File: config.mk
export PLATFORM = sky130hd
export DESIGN_NAME = frame_bank_scheduler
export DESIGN_NICKNAME = d
export VERILOG_FILES = /design/src/rtl/frame_bank_scheduler_pkg.sv /design/src/rtl/frame_bank_scheduler_rotator.sv /design/src/rtl/frame_bank_scheduler.sv
export SDC_FILE = /design/constraint.sdc
export NUM_CORES = 1
export LEC_CHECK = 0
export BUFFER_PORTS_ARGS = -buffer_cell sky130_fd_sc_hd__buf_2
export CAP_MARGIN = 10
export CORE_UTILIZATION = 49
export CTS_CLUSTER_DIAMETER = 80
export DETAILED_ROUTE_END_ITERATION = 6
export PLACE_DENSITY_LB_ADDON = 0.05
export SLEW_MARGIN = 40
export SYNTH_ARGS = -nofsm -noshare
export SYNTH_HDL_FRONTEND = slang
export SYNTH_HIERARCHICAL = 1
export SYNTH_SLANG_ARGS = --single-unit
File: constraint.sdc
create_clock -name clk24 -period 3.3 [get_ports clk24]
set_input_delay 0.33 -clock clk24 [delete_from_list [all_inputs] [get_ports clk24]]
set_output_delay 0.33 -clock clk24 [all_outputs]
set_load 0.03 [all_outputs]
File: src/rtl/frame_bank_scheduler_pkg.sv
// ============================================================================
// Module : fb_pkg
// Brief  : Shared types and constants for the triple-buffered frame scheduler.
// Rev    : 1.0  initial release
// ============================================================================
`default_nettype none

package fb_pkg;

  typedef logic [1:0] bank_idx_t;

  localparam int unsigned ADDR_W       = 19;
  localparam int unsigned PIX_W        = 4;
  localparam int unsigned FRAME_PIXELS = 307200;

  // Power-on bank assignment: writer, display, ready slot
  localparam bank_idx_t W0 = 2'd0;
  localparam bank_idx_t R0 = 2'd2;
  localparam bank_idx_t S0 = 2'd1;

  typedef enum logic [0:0] {
    W_IDLE   = 1'b0,
    W_ACTIVE = 1'b1
  } wr_state_t;

  function automatic logic [7:0] sat_inc(input logic [7:0] v);
    return (v == 8'hFF) ? v : v + 8'd1;
  endfunction

endpackage

`default_nettype wire

File: src/rtl/frame_bank_scheduler_rotator.sv
// ============================================================================
// Module : fb_bank_rotator
// Brief  : Holds the writer/display/ready bank permutation and rotates it on
//          frame commit and vsync swap events.
// Rev    : 1.0  initial release
// ============================================================================
`default_nettype none

module fb_bank_rotator
  import fb_pkg::*;
(
  input  logic      clk24,
  input  logic      rst_n,
  input  logic      commit,
  input  logic      swap,
  output bank_idx_t wr_bank,
  output bank_idx_t rd_bank,
  output logic      ready_valid,
  output logic      shown_valid
);

  bank_idx_t w_q, w_d;
  bank_idx_t r_q, r_d;
  bank_idx_t s_q, s_d;
  logic      rv_q, rv_d;
  logic      sv_q, sv_d;

  always_comb begin
    w_d  = w_q;
    r_d  = r_q;
    s_d  = s_q;
    rv_d = rv_q;
    sv_d = sv_q;
    if (commit && swap) begin
      // Freshly finished frame goes straight to display; ready slot untouched
      w_d  = r_q;
      r_d  = w_q;
      rv_d = 1'b0;
      sv_d = 1'b1;
    end else if (commit) begin
      s_d  = w_q;
      w_d  = s_q;
      rv_d = 1'b1;
    end else if (swap && rv_q) begin
      r_d  = s_q;
      s_d  = r_q;
      rv_d = 1'b0;
      sv_d = 1'b1;
    end
  end

  always_ff @(posedge clk24 or negedge rst_n) begin
    if (!rst_n) begin
      w_q  <= W0;
      r_q  <= R0;
      s_q  <= S0;
      rv_q <= 1'b0;
      sv_q <= 1'b0;
    end else begin
      w_q  <= w_d;
      r_q  <= r_d;
      s_q  <= s_d;
      rv_q <= rv_d;
      sv_q <= sv_d;
    end
  end

  assign wr_bank     = w_q;
  assign rd_bank     = r_q;
  assign ready_valid = rv_q;
  assign shown_valid = sv_q;

endmodule

`default_nettype wire

File: src/rtl/frame_bank_scheduler.sv
// ============================================================================
// Module : frame_bank_scheduler
// Brief  : Triple-buffer scheduler between camera capture and VGA scan-out.
// Rev    : 1.0  initial release
// ============================================================================
`default_nettype none

module frame_bank_scheduler
  import fb_pkg::*;
#(
  parameter int unsigned ADDR_W       = fb_pkg::ADDR_W,
  parameter int unsigned PIX_W        = fb_pkg::PIX_W,
  parameter int unsigned FRAME_PIXELS = fb_pkg::FRAME_PIXELS,
  parameter logic        VSYNC_ACTIVE = 1'b0
) (
  input  logic              clk24,
  input  logic              rst_n,
  input  logic              cam_frame_start,
  input  logic              cam_frame_done,
  input  logic              cam_we,
  input  logic [ADDR_W-1:0] cam_addr,
  input  logic [PIX_W-1:0]  cam_data,
  input  logic              vga_vsync,
  input  logic [ADDR_W-1:0] vga_addr,
  output logic [PIX_W-1:0]  vga_pixel,
  output logic              mem_we,
  output logic [ADDR_W+1:0] mem_waddr,
  output logic [PIX_W-1:0]  mem_wdata,
  output logic [ADDR_W+1:0] mem_raddr,
  input  logic [PIX_W-1:0]  mem_rdata,
  output logic [1:0]        wr_bank,
  output logic [1:0]        rd_bank,
  output logic [7:0]        frames_dropped,
  output logic [7:0]        frames_repeated
);

  localparam logic [ADDR_W-1:0] PIX_LIMIT = ADDR_W'(FRAME_PIXELS);

  wr_state_t         state_q, state_d;
  logic              vsync_prev_q;
  logic              mem_we_q, mem_we_d;
  logic [ADDR_W+1:0] mem_waddr_q, mem_waddr_d;
  logic [PIX_W-1:0]  mem_wdata_q, mem_wdata_d;
  logic [7:0]        dropped_q, dropped_d;
  logic [7:0]        repeated_q, repeated_d;
  logic              shown_dly_q, shown_dly_d;

  logic              swap, commit, wr_ok;
  logic              ready_valid, shown_valid;
  bank_idx_t         w_bank, r_bank;
  logic [ADDR_W-1:0] rd_addr;

  assign swap   = (vga_vsync == VSYNC_ACTIVE) && (vsync_prev_q != VSYNC_ACTIVE);
  assign commit = (state_q == W_ACTIVE) && cam_frame_done;
  assign wr_ok  = (state_q == W_ACTIVE) && cam_we && (cam_addr < PIX_LIMIT);

  fb_bank_rotator u_rotator (
    .clk24       (clk24),
    .rst_n       (rst_n),
    .commit      (commit),
    .swap        (swap),
    .wr_bank     (w_bank),
    .rd_bank     (r_bank),
    .ready_valid (ready_valid),
    .shown_valid (shown_valid)
  );

  always_comb begin
    state_d = state_q;
    case (state_q)
      W_IDLE:   if (cam_frame_start) state_d = W_ACTIVE;
      W_ACTIVE: if (cam_frame_done)  state_d = W_IDLE;
      default:  state_d = W_IDLE;
    endcase
  end

  // Bank is sampled before the commit takes effect, so commit-cycle pixels land in the old bank
  always_comb begin
    mem_we_d    = wr_ok;
    mem_waddr_d = wr_ok ? {w_bank, cam_addr} : mem_waddr_q;
    mem_wdata_d = wr_ok ? cam_data : mem_wdata_q;
    dropped_d   = (commit && ready_valid) ? sat_inc(dropped_q) : dropped_q;
    repeated_d  = (swap && !commit && !ready_valid) ? sat_inc(repeated_q) : repeated_q;
    shown_dly_d = shown_valid;
  end

  always_ff @(posedge clk24 or negedge rst_n) begin
    if (!rst_n) begin
      state_q      <= W_IDLE;
      vsync_prev_q <= ~VSYNC_ACTIVE;
      mem_we_q     <= 1'b0;
      mem_waddr_q  <= '0;
      mem_wdata_q  <= '0;
      dropped_q    <= '0;
      repeated_q   <= '0;
      shown_dly_q  <= 1'b0;
    end else begin
      state_q      <= state_d;
      vsync_prev_q <= vga_vsync;
      mem_we_q     <= mem_we_d;
      mem_waddr_q  <= mem_waddr_d;
      mem_wdata_q  <= mem_wdata_d;
      dropped_q    <= dropped_d;
      repeated_q   <= repeated_d;
      shown_dly_q  <= shown_dly_d;
    end
  end

  assign rd_addr         = (vga_addr < PIX_LIMIT) ? vga_addr : '0;
  assign mem_raddr       = {r_bank, rd_addr};
  assign vga_pixel       = shown_dly_q ? mem_rdata : '0;
  assign mem_we          = mem_we_q;
  assign mem_waddr       = mem_waddr_q;
  assign mem_wdata       = mem_wdata_q;
  assign wr_bank         = w_bank;
  assign rd_bank         = r_bank;
  assign frames_dropped  = dropped_q;
  assign frames_repeated = repeated_q;

endmodule

`default_nettype wire

==> results.ini <==
[worst_setup_path]
crit_path_max_fanout=16
cp-startpoint=vga_addr[12]
ff2ff_setup_slack_ns=1.45
worstPathArrival_ns=1.54
path_class=in2out
reg2reg_from=state_q
critPathCaptureType=output port
crit_required_ns=2.97
start_kind=input pin

[grt]
grt_pass1_wl_mm=8.22
overflow=0
grt_max_degree=44
grt_pass1_vias=1771
antenna_found_initial=0
grt_usage=0.202

[clocking]
cts_setup_buffers=0
cts_root_buf=clkbuf_8
cts_sinks=53
cts.htree.levels=2
cts_buffers=5
clk_pin_slew_ns=0.09
post_cts_resized=0
cts_hold_buf=0
cts_tree=yes
cts-root-to-sink-buffers=2
clock_latency_ns=0.31

[timing]
setup_viol=0
fin_setup_tns_ns=0
worst_pin_slew_ns=0.523
fin_crit_sh=0.566
maxSlewViolCount=0
fin_crit_ns=1.87
hold_viol=6
rsz0062_at_grt=false
skew_ns=0.0125
max_freq_ghz=0.536
finalHoldWorstSlack_ns=-0.00319
slew_headroom=0.651

[final_layout]
final_cell_area_um2=3300
nFillCells=374
multi_input_area_um2=1100
antenna_cells=0
fin_nets=386
area_delta_synth_final_pct=30.6
layout_commonest_cell=buf_2
drive_gt1_frac=0.517
register_area_um2=1330
final_cell_mix=buf_2 (121), dfrtp_1 (50), and2_1 (20)
final_util=0.680

[routing]
wl_per_cell_um=13.0
ant_nets=0
drc_errors=0
vias=1958
drtIter0Drc=82
dr.pass1.iters=4
wirelength_mm=5.21
vias_per_cell=4.90

[floorplan]
dieArea_um2=5440
die_w_um=73.8
io_pins=123
core-area_um2=4850
die_h_um=73.8
std_cell_rows=25
start_util=0.521

[power]
ir_drop_mv=0.426
p_per_area_nw_per_um2=728
leakage_nw=1.70

[run_status]
outcome=finished, violations left
violations=negative hold slack

[yosys]
syn_inst=206
synth_area_per_cell_um2=12.3
synth_enable_flop_cells=0
synthFlopType=dfrtp_1
synthDistinctLibCells=37
ys_seq_area_frac=0.527
netlist_area_um2=2520
syn_nets=260
synth_seq_cells=53
async_flop_share=1.00
yosysWarnings=6

[flow_run]
drv_cap=0

[min_path]
hold_class=in2async

[place]
placed_cell_area_um2=3190
io_buffer_count=122
post-dp-hpwl_mm=4.07
place_congestion=0.786

-- cells by family after synthesis --
group | synth area share
flops | 0.527
simple gates | 0.159
compound gates | 0.0530
buf+inv | 0.0382
fa+ha+maj | 0.00991
mux | 0.189
xor+xnor | 0.0243
-- Yosys cell counts, drive strengths merged (5+ instances only) --
library cell,instances,area (µm²)
a21oi,9,45.0
buf,6,73.8
inv,5,18.8
nand2,14,55.1
o21ai,5,36.3
mux2,29,398
xor2,6,52.6
and2,21,133
dfrtp,50,1250
nor2,11,41.3
mux2i,8,80.1
nor3,10,50.1
-- per-layer routing --
| layer | GRT usage | wire length (µm) | up-vias |
|---|---|---|---|
| met4 | 0.0641 | 53 | 0 |
| li1 | - | - | 957 |
| met1 | 0.269 | 2340 | 910 |
| met5 | 0 | 0 | - |
| met2 | 0.325 | 2460 | 85 |
| met3 | 0.0494 | 353 | 6 |
-- sequential cells by signal (all words and copies together) (netlist names) --
signal                 cells
frames_dropped             8
frames_repeated            8
mem_waddr                 21
mem_wdata                  4
mem_we                     1
shown_dly_q                1
state_q                    1
u_rotator/rd_bank          2
u_rotator/ready_valid      1
u_rotator/s_q              2
u_rotator/shown_valid      1
u_rotator/wr_bank          2
vsync_prev_q               1
-- final timing paths --
| check | to | cells after the start |
|---|---|---|
| max in group asynchronous | mem_waddr[0] | 2 |
| worst min register to register | shown_dly_q | 0 |
| worst max register to register | mem_waddr[11] | 5 |
| min in group clk24 | vsync_prev_q | 1 |
| worst min-delay path | frames_dropped[3] | 1 |
| worst max-delay path | mem_raddr[6] | 6 |
-- power breakdown --
part           internal [mW]  switching (mW)  total, mW
clock network          0.225           0.205      0.430
logic                  0.364           0.609      0.973
registers              0.837           0.159      0.996
-- cell type report --
class | count | area share
inverters | 5 | 0.00569
clock buffers | 6 | 0.0220
flip-flops and latches | 53 | 0.403
multi-input cells | 141 | 0.333
repair buffers | 126 | 0.200
well taps | 67 | 0.0254
clock inverters | 2 | 0.0106
-- stage by stage --
| stage | setup WS [ns] | hold WS, ns | total power, mW | std cells |
|---|---|---|---|---|
| after global placement | 1.30 | 0.357 | 1.96 | 390 |
| after detailed placement | 1.36 | 0.352 | 1.99 | 392 |
| after global routing | 1.33 | 0.0257 | 2.54 | 400 |
| after CTS | 1.43 | 0.0103 | 2.42 | 400 |
| after floorplan | 1.54 | 0.0344 | 1.69 | 206 |
| final | 1.43 | -0.00319 | 2.40 | 400 |
-- critical path: stages --
cell and delay, ns:
buf_2 0.10, a21o_1 0.16, a211o_1 0.29, nand2_1 0.27, and2_1 0.18, buf_2 0.19
No activity file was read; power rests on OpenSTA's default activity.
